### config.mk
export PLATFORM = sky130hd
export DESIGN_NAME = call_ret_ctrl
export DESIGN_NICKNAME = d
export VERILOG_FILES = /design/src/rtl/cpuy_pkg.sv /design/src/rtl/call_ret_ctrl.sv
export SDC_FILE = /design/constraint.sdc
export NUM_CORES = 1
export LEC_CHECK = 0
export ABC_AREA = 1
export CAP_MARGIN = 5
export CORE_UTILIZATION = 33
export CTS_BUF_LIST = sky130_fd_sc_hd__clkbuf_8
export DETAILED_ROUTE_END_ITERATION = 6
export GPL_TIMING_DRIVEN = 0
export PLACE_DENSITY = 0.64
export SLEW_MARGIN = 15
export SYNTH_ARGS = -nofsm -noshare
export SYNTH_HDL_FRONTEND = slang
export SYNTH_SLANG_ARGS = --single-unit
export TNS_END_PERCENT = 10
### constraint.sdc
create_clock -name clk -period 1.4 [get_ports clk]
set_input_delay 0.14 -clock clk [delete_from_list [all_inputs] [get_ports clk]]
set_output_delay 0.14 -clock clk [all_outputs]
set_load 0.1 [all_outputs]
### src/rtl/cpuy_pkg.sv
// cpuy_pkg: shared CPU widths, call/return sequencer states and fault codes.
package cpuy_pkg;
    localparam int CPU_AW = 10;
    typedef enum logic [2:0] {IDLE, PUSH, POP, LOAD, FAULT} crc_state_t;
    localparam logic [1:0] FLT_NONE = 2'b00;
    localparam logic [1:0] FLT_OVF  = 2'b01;
    localparam logic [1:0] FLT_UNF  = 2'b10;
endpackage

### src/rtl/call_ret_ctrl.sv
// call_ret_ctrl: turns CALL/RET requests into return-stack push/pop and PC loads.
// Define CRC_IRQ_EN to add interrupt entry (irq_req/irq_ack) and reti_req.
module call_ret_ctrl
    import cpuy_pkg::*;
#(
    parameter int AW    = CPU_AW,
    parameter int DEPTH = 16,
    parameter int DW    = $clog2(DEPTH) + 1
`ifdef CRC_IRQ_EN
    ,
    parameter logic [AW-1:0] IRQ_VECTOR = AW'('h3F0)
`endif
) (
    input  logic          clk,
    input  logic          rst,
    input  logic          call_req,
    input  logic          ret_req,
    input  logic [AW-1:0] ret_addr,
    input  logic [AW-1:0] target,
    output logic          busy,
    output logic          pc_load,
    output logic [AW-1:0] pc_value,
    output logic          stk_enable,
    output logic          stk_push,
    output logic [AW-1:0] stk_data,
    input  logic [AW-1:0] stk_rdata,
    input  logic          stk_full,
    input  logic          stk_empty,
    output logic [DW-1:0] depth,
    output logic          fault,
    output logic [1:0]    fault_code,
`ifdef CRC_IRQ_EN
    input  logic          irq_req,
    input  logic          reti_req,
    output logic          irq_ack,
`endif
    input  logic          fault_clr
);
    crc_state_t    state_q, state_d;
    logic [AW-1:0] ra_q, ra_d, tgt_q, tgt_d;
    logic [DW-1:0] depth_q, depth_d;
    logic [1:0]    code_q, code_d;
    logic          irq_go, ret_go;
`ifdef CRC_IRQ_EN
    logic          in_isr_q, in_isr_d, irq_q, irq_d, reti_q, reti_d;
    assign irq_go = irq_req & ~in_isr_q;
    assign ret_go = ret_req | reti_req;
`else
    assign irq_go = 1'b0;
    assign ret_go = ret_req;
`endif

    always_comb begin
        state_d = state_q;
        ra_d    = ra_q;
        tgt_d   = tgt_q;
        depth_d = depth_q;
        code_d  = code_q;
`ifdef CRC_IRQ_EN
        in_isr_d = in_isr_q;
        irq_d    = irq_q;
        reti_d   = reti_q;
`endif
        case (state_q)
            IDLE: begin
                if (irq_go || call_req) begin
                    if (stk_full) begin
                        state_d = FAULT;
                        code_d  = FLT_OVF;
                    end else begin
                        state_d = PUSH;
                        ra_d    = ret_addr;
                        tgt_d   = target;
                        depth_d = depth_q + DW'(1);
`ifdef CRC_IRQ_EN
                        irq_d = irq_go;
                        if (irq_go) begin
                            tgt_d    = IRQ_VECTOR;
                            in_isr_d = 1'b1;
                        end
`endif
                    end
                end else if (ret_go) begin
                    if (stk_empty) begin
                        state_d = FAULT;
                        code_d  = FLT_UNF;
                    end else begin
                        state_d = POP;
                        depth_d = depth_q - DW'(1);
`ifdef CRC_IRQ_EN
                        reti_d = reti_req;
`endif
                    end
                end
            end
            PUSH: state_d = IDLE;
            POP:  state_d = LOAD;
            LOAD: begin
                state_d = IDLE;
`ifdef CRC_IRQ_EN
                if (reti_q) in_isr_d = 1'b0;
`endif
            end
            FAULT: begin
                state_d = fault_clr ? IDLE : FAULT;
                code_d  = fault_clr ? FLT_NONE : code_q;
            end
            default: state_d = IDLE;
        endcase
    end

    always_ff @(posedge clk or posedge rst) begin
        if (rst) begin
            state_q <= IDLE;
            ra_q    <= '0;
            tgt_q   <= '0;
            depth_q <= '0;
            code_q  <= FLT_NONE;
`ifdef CRC_IRQ_EN
            in_isr_q <= 1'b0;
            irq_q    <= 1'b0;
            reti_q   <= 1'b0;
`endif
        end else begin
            state_q <= state_d;
            ra_q    <= ra_d;
            tgt_q   <= tgt_d;
            depth_q <= depth_d;
            code_q  <= code_d;
`ifdef CRC_IRQ_EN
            in_isr_q <= in_isr_d;
            irq_q    <= irq_d;
            reti_q   <= reti_d;
`endif
        end
    end

    // stk_rdata is the stack's own output register, valid exactly in LOAD
    assign busy       = state_q != IDLE;
    assign pc_load    = (state_q == PUSH) || (state_q == LOAD);
    assign pc_value   = (state_q == PUSH) ? tgt_q : (state_q == LOAD) ? stk_rdata : '0;
    assign stk_enable = (state_q == PUSH) || (state_q == POP);
    assign stk_push   = state_q == PUSH;
    assign stk_data   = (state_q == PUSH) ? ra_q : '0;
    assign depth      = depth_q;
    assign fault      = state_q == FAULT;
    assign fault_code = code_q;
`ifdef CRC_IRQ_EN
    assign irq_ack    = (state_q == PUSH) && irq_q;
`endif
endmodule

# Word-level counts from Yosys, hierarchy flattened
# Cells that the tools add are included.
# word_totals
reg_bits,30
latchBits,0
ram_bits,0
rom_bits,0
out_inout_bits,32
n_memories,0
# op_classes
add_sub_neg,2
n_mul,0
n_div,0
magnitude_cmp,0
eq_ne,10
shift,0
mux,19
bitwise,1
n_reduce_logical,9
# op_table
operator,count
$mux W10,3
$mux W5,4
$mux W3,5
$mux W2,5
$ne A3 B3 Y1 const B,3
$pmux W3 S3,1
$eq A3 B2 Y1 const B,2
$add A5 B1 Y5 const B,1
$reduce_and A5 Y1,1
$sub A5 B1 Y5 const B,1
$ne A2 B2 Y1 const B,2
$pmux W2 S2,1
$reduce_and A4 Y1,1
$reduce_bool A2 Y1,2
$eq A3 B1 Y1 const B,1
$eq A3 B3 Y1 const B,1
$logic_not A3 Y1,1
$reduce_and A3 Y1,1
$reduce_bool A3 Y1,1
$logic_or A1 B1 Y1,2
$ne A2 B1 Y1 const B,1
$not A1 Y1,1

# Logic depth before layout (Yosys ltp)
# Gate-level depths: netlist of run 1.
# logic_depth
word_depth,4
mapped_depth,9

# Worst setup path after synthesis of run 1
# OpenSTA, ideal clock, no wires.
# synth_timing
kind,reg-to-output
start,register state_q[2]
end,output port pc_value[1]
arrival_time_ns,2.942
t_required_ns,1.260
path_slack_ns,-1.682
stages_incl_launch_ff,5
path_buffers,1
path_cell_list,dfrtp_1 > nor2_1 > nand2_1 > buf_2 > o21ai_0
# synth_between
elab_chain_len,3
elab_cells_between_ends,4
cone_classes,2 x eq/ne; 2 x mux
# synth_rtl
element,line_no,rtl
start: declaration,call_ret_ctrl.sv:39,"crc_state_t state_q, state_d;"
start signal: assignment,call_ret_ctrl.sv:125,state_q <= state_d;
$eq A3 B2 Y1,call_ret_ctrl.sv:141,assign pc_value = (state_q == PUSH) ? tgt_q : (state_q == LOAD) ? stk_rdata : '0;
$mux W10,call_ret_ctrl.sv:141,
$mux W10 (*),call_ret_ctrl.sv:141,
end: declaration,call_ret_ctrl.sv:22,"output logic [AW-1:0] pc_value,"
# Every way passes the cells marked *; elsewhere a longest branch is shown, timed or not.

# Worst setup path after layout of run 1
# layout_timing
start,register state_q[2]
end,output port stk_push
# layout_between
elab_chain_len,1
# layout_rtl
element,line_no,rtl
$eq A3 B1 Y1,call_ret_ctrl.sv:143,assign stk_push = state_q == PUSH;
end: declaration,call_ret_ctrl.sv:24,"output logic stk_push,"
# No other way between the ends.

==> impl_metrics.toml, run 1 <==
[clocking]
cts_hold_buf = 0
cts_tree = "done"
path_clk_slew_ps = 70
cts_root_buf = "clkbuf_8"
clkLatencyLatePin_ps = 280
h-tree-depth = 2
ctsLongestPathBuffers = 2
clkSinkCount = 30
cts_inserted_buffers = 5

[logic_synthesis]
syn_area_um2 = 1650
syn_nets = 259
synth_cell_types = 22
postSynthCellCount = 218
avgSynthCellArea_um2 = 7.58
ys_seq_elements = 30
yosysSeqAreaShare_pct = 45.4
yosysWarnings = 0

[die]
initial_core_util_pct = 34.5
die-area_um2 = 5300
fp-row-count = 25
die_y_um = 72.8
pin_count = 69
die_x_um = 72.8
fp.coreArea_um2 = 4790

[outcome]
status = "complete, but fails checks"
violations = "negative setup slack"

[timing]
clock_skew_ps = 8.99
max_freq_ghz = 0.594
period_share_pct = 120
period_needed_ps = 1680
rsz0062_at_grt = "yes"
timing.final.ws_setup_ps = -285
setup_viol = 25
hold_viol = 0
final_max_slew_viol_count = 0
whs_ps = 266
worstMarginPinSlew_ps = 629
relSlewSlack_pct = 58.0

[global_routing]
gr-usage-all-layers_pct = 17.8
grt_pass1_wl_um = 7220
antenna_found_initial = 0
overflow = 0
grt_pass1_vias = 1608
grt_max_degree = 31

[route]
wire_per_inst_um = 11.9
via_count = 1671
drt-pass1-iter-count = 4
drt-total-wl_um = 4360
ant_nets = 0
drtIter0Drc = 71
drc = 0
vias_per_cell = 4.57

[placed_design]
port_buffers = 68
hpwlAfterDp_um = 2930
place_congestion = 0.775
place_ws_ps = -1110

[cells_and_area]
drive_gt1_share_pct = 36.1
antennaDiodeCount = 0
seq_area_um2 = 756
area_delta_synth_final_pct = 86.8
multi_input_area_um2 = 991
final_nets = 339
fillers = 408

[critical_path]
critical_path_class = "reg2out"
worstSetupStartpoint = "state_q[2]$_DFFE_PP0P_"
cpPeakStageDelay_ps = 430
cp-start-kind = "flop"
arrival_ps = 1540
worstPathCellList = "nor2_4 -> nand2_4 -> buf_12 -> clkinvlp_4 -> buf_4"
cp_max_fo = 5
endpoint = "stk_push"
critPathSlowestCell = "dfrtp_2"
timing.rr.start = "state_q[2]$_DFFE_PP0P_"
ff2ff_path_depth = 7
r2r_end = "tgt_q[0]$_DFFE_PP0P_"
end_kind = "output pin"
required_ps = 1260
r2r_slack_ps = 30

[hold_path]
holdCritPathClass = "in2async"

[job]
maxCapViolCount = 0
## per-stage QoR
stage | cells | cell area [um2] | utilization (%) | TNS (ps)
finish | 366 | 3090 | 64.5 | -5190
global route | 366 | 3090 | 64.5 | -7260
CTS | 363 | 3000 | 62.7 | -6230
detailed placement | 353 | 2660 | 55.6 | -37640
global placement | 353 | 2660 | 55.6 | -36650
floorplan | 218 | 1900 | - | -5670
## cells in the final DEF, fill, tap and decap left out, types with 4 or more instances in the layout
cell type	Yosys	layout
nor2_1	37	22
clkdlybuf4s15_2	0	4
inv_2	2	5
nor2_2	1	4
nand3_1	20	17
buf_2	5	5
a21oi_2	7	7
buf_4	0	7
nand2_2	1	4
nand2_1	44	36
a21oi_1	14	14
nor2_4	2	14
clkbuf_8	0	5
o21ai_4	0	8
inv_1	32	29
dfrtp_1	30	26
buf_12	0	25
clkdlybuf4s50_1	0	35
dfrtp_2	0	4
## flip-flops by register name, summed over array words and instances, names as in the netlist
| signal | flops |
|---|---|
| depth | 5 |
| state_q | 3 |
| fault_code | 2 |
| tgt_q | 10 |
| ra_q | 10 |
## routing by layer
metal / global-route usage [%] / wire [um] / share of wire [%] / vias up
li1: - / - / - / 842
met1: 24.3 / 2030 / 47 / 772
met2: 29.0 / 2060 / 47 / 51
met3: 3.45 / 241 / 5.5 / 6
met4: 4.58 / 29 / 0.67 / 0
met5: 0 / 0 / 0 / -
## Yosys cell counts
master	n	share of area, %
fa_1	1	1.2
inv_1	32	7.3
nor2_2	1	0.38
xor2_1	1	0.53
a21oi_1	14	4.2
dfrtp_1	30	45
o211ai_1	1	0.45
nand4_1	2	0.76
nand3_1	20	6.1
nor2_1	37	8.4
o21ai_0	10	3.0
clkbuf_1	1	0.23
xnor2_1	1	0.53
a21oi_2	7	3.7
nand2_1	44	10
nand2_2	1	0.38
o21a_1	1	0.45
ha_1	3	2.3
buf_2	5	1.5
nor2_4	2	1.4
buf_6	2	1.4
inv_2	2	0.45
## cell families after synthesis
logic type                 after synthesis  synth area share, %
and+or+nand+nor                        107                 27.3
buffers and inverters                   42                 10.8
AOI/OAI and AO/OA                       33                 11.9
DFF                                     30                 45.4
adders and majority gates                4                 3.48
xor gates and xnor gates                 2                 1.06
## critical path, delay by kind of cell (launching register included)
| kind | cells | cell delay [ps] |
|---|---|---|
| buf+inv | 3 | 570 |
| flops | 1 | 430 |
| simple gates | 2 | 260 |
## final cells by class
| type | count | area share, % |
|---|---|---|
| plain buffers | 8 | 2.84 |
| inverters | 34 | 4.25 |
| flip-flops and latches | 30 | 24.5 |
| clock inverters | 3 | 0.446 |
| multi-input cells | 146 | 32.1 |
| well taps | 67 | 2.71 |
| repair buffers | 73 | 31.0 |
| clock buffers | 5 | 2.23 |
## worst min-delay path by stage
| stage | slack [ps] | to | cells after the start | start |
|---|---|---|---|---|
| floorplan | 230 | depth[1]$_DFFE_PP0P_ | 1 | rst |
| global placement | 470 | fault_code[0]$_DFFE_PP0P_ | 2 | fault_code[0]$_DFFE_PP0P_ |
| detailed placement | 480 | fault_code[0]$_DFFE_PP0P_ | 2 | fault_code[0]$_DFFE_PP0P_ |
| CTS | 400 | fault_code[1]$_DFFE_PP0P_ | 4 | call_req |
| global route | 320 | depth[1]$_DFFE_PP0P_ | 2 | rst |
| finish | 270 | depth[1]$_DFFE_PP0P_ | 2 | rst |
## timing repair
action	CTS	global route
pin swaps	7	11
endpoints found under the setup margin	35	54
buffers inserted	1	3
gates resized for setup	244	29
gates cloned	1	0
Power of run 1 is not shown: default switching activity piles up to over one toggle a cycle in this logic, so the estimate is an artifact.
==> run 2, diff against run 1 <==
- HOLD_SLACK_MARGIN: unset -> 0.03
==> results of run 2 <==
The final DEF is identical to that of run 1; final timing and power are the same.
Power of run 2 is left out for the same reason.
==> run 3, diff against run 2 <==
- CORE_UTILIZATION: 33 -> 44
- PLACE_DENSITY: 0.64 -> 0.82
==> run 3 against run 2 <==
  * The run still ends with negative setup slack left
  * Via count rose by 10%
  * Routed wire length increased by 28%
  * Worst hold slack lost 5.1 ps
  * Die area is 24% lower
  * Clock skew shrank 2.6 ps
  * Critical path depth is 3 higher
  * Flip-flop and latch count stayed put
  * Maximum frequency fell by 2.5%
  * Highest routed layer unchanged
==> impl_metrics.toml, run 3 (synthesis results as in run 1) <==
[outcome]
status = "complete, but fails checks"
violations = "negative setup slack"

[placed_design]
hpwlAfterDp_um = 2980
place_ws_ps = -1070
place_congestion = 0.803
dpl_cell_area_um2 = 2640
port_buffers = 68
dp_cells = 332

[cells_and_area]
design_area_um2 = 3060
fillers = 171
final_nets = 340
most-common-layout-cells = "nand2_1 (36), clkdlybuf4s50_1 (35), inv_1 (27)"
mostFrequentLayoutCell = "nand2_1"
antennaDiodeCount = 0
seq_area_um2 = 756
area_delta_synth_final_pct = 85.4
final_cells = 346
drive_gt1_share_pct = 36.3
multi_input_area_um2 = 986

[global_routing]
grt_max_degree = 31
overflow = 0
grt_util_met2_pct = 48.9
use_met1_pct = 33.3
gr-usage-all-layers_pct = 28.4
grt_pass1_vias = 1859
antenna_found_initial = 0
use_met3_pct = 7.07
grt_pass1_wl_um = 8600
grt-busiest-layer = "met2"

[clocking]
cts_root_buf = "clkbuf_8"
cts_tree = "done"
clkLatencyLatePin_ps = 280
clkSinkCount = 30
cts_hold_buf = 0
cts_inserted_buffers = 5
ctsLongestPathBuffers = 2
path_clk_slew_ps = 70
h-tree-depth = 2

[die]
fp-row-count = 21
die_y_um = 63.3
die_x_um = 63.3
pin_count = 69
initial_core_util_pct = 47.7
die-area_um2 = 4010
fp.coreArea_um2 = 3470

[critical_path]
arrival_ps = 1590
critPathSlowestCell = "dfrtp_1"
worstPathCellList = "inv_2 -> nor2_4 -> nand2_4 -> buf_12 -> clkinvlp_4 -> nand2_4 -> nand2_8 -> buf_12"
critical_path_class = "reg2out"
end_kind = "output pin"
r2r_end = "tgt_q[0]$_DFFE_PP0P_"
cpPeakStageDelay_ps = 410
r2r_slack_ps = -110
ff2ff_path_depth = 9
required_ps = 1260
timing.rr.start = "state_q[0]$_DFFE_PP0P_"
cp_max_fo = 5
cp-start-kind = "flop"

[timing]
timing.final.ws_setup_ps = -328
setup_viol = 43
relSlewSlack_pct = 57.7
worstMarginPinSlew_ps = 634
whs_ps = 261
final_max_slew_viol_count = 0
max_freq_ghz = 0.579
hold_viol = 0
clock_skew_ps = 6.43
rsz0062_at_grt = "yes"
period_needed_ps = 1730
period_share_pct = 123

[route]
drt-pass1-iter-count = 4
via_count = 1840
ant_nets = 0
drt-total-wl_um = 5560
vias_per_cell = 5.32
wire_per_inst_um = 16.1
drtIter0Drc = 125
drc = 0

[hold_path]
holdCritPathClass = "in2async"

[job]
maxCapViolCount = 0
## run 3: cell count changes in the layout (fill, tap and decap cells not counted), sizes merged
cell | before | now
clkbuf | 5 | 8
clkinvlp | 1 | 2
buf | 41 | 40
inv | 34 | 33
clkinv | 2 | 1
## run 3: repair_timing
item,4_1_cts,5_1_grt
pin swaps,7,2
gates resized for setup,243,25
cloned,1,0
buffers inserted,2,3
setup endpoints to repair,36,57
## run 3: critical path, delay by kind of cell (launching register included)
kind,cells,cell delay [ps]
buffers and inverters,4,560
flip-flops,1,410
AND/OR/NAND/NOR,4,310
## run 3: routing by layer
layer  part of all wire (%)  wire [um]
met1                     40       2240
met3                    5.1        285
met4                    2.6        146
met5                      0          0
met2                     52       2900
## run 3: area by class of cell
cell class | count | share of cell area [%]
buffer | 8 | 2.65
sequential | 30 | 24.7
clock inverter | 2 | 0.408
clock buffer | 6 | 2.69
tap | 46 | 1.88
multi-input combinational | 146 | 32.2
timing repair buffer | 74 | 31.2
inverter | 34 | 4.37
## run 3: how the worst max path moves through the flow
stage	from	endpoint	slack (ps)
after floorplan	state_q[2]$_DFFE_PP0P_	pc_value[0]	-380
after global placement	state_q[1]$_DFFE_PP0P_	pc_value[9]	-1070
after detailed placement	state_q[1]$_DFFE_PP0P_	pc_value[9]	-1070
after CTS	state_q[0]$_DFFE_PP0P_	pc_value[9]	-310
after global routing	state_q[0]$_DFFE_PP0P_	pc_value[0]	-400
final	state_q[0]$_DFFE_PP0P_	pc_value[0]	-330
## run 3: metrics by stage
step           utilization [%]  TNS (ps)
6_report                  88.3     -7350
5_1_grt                   88.3    -11010
4_1_cts                   86.2     -6630
3_5_place_dp              76.0    -36020
3_3_place_gp              76.0    -35330
2_1_floorplan                -     -5670
Power of run 3 is left out for the same reason.
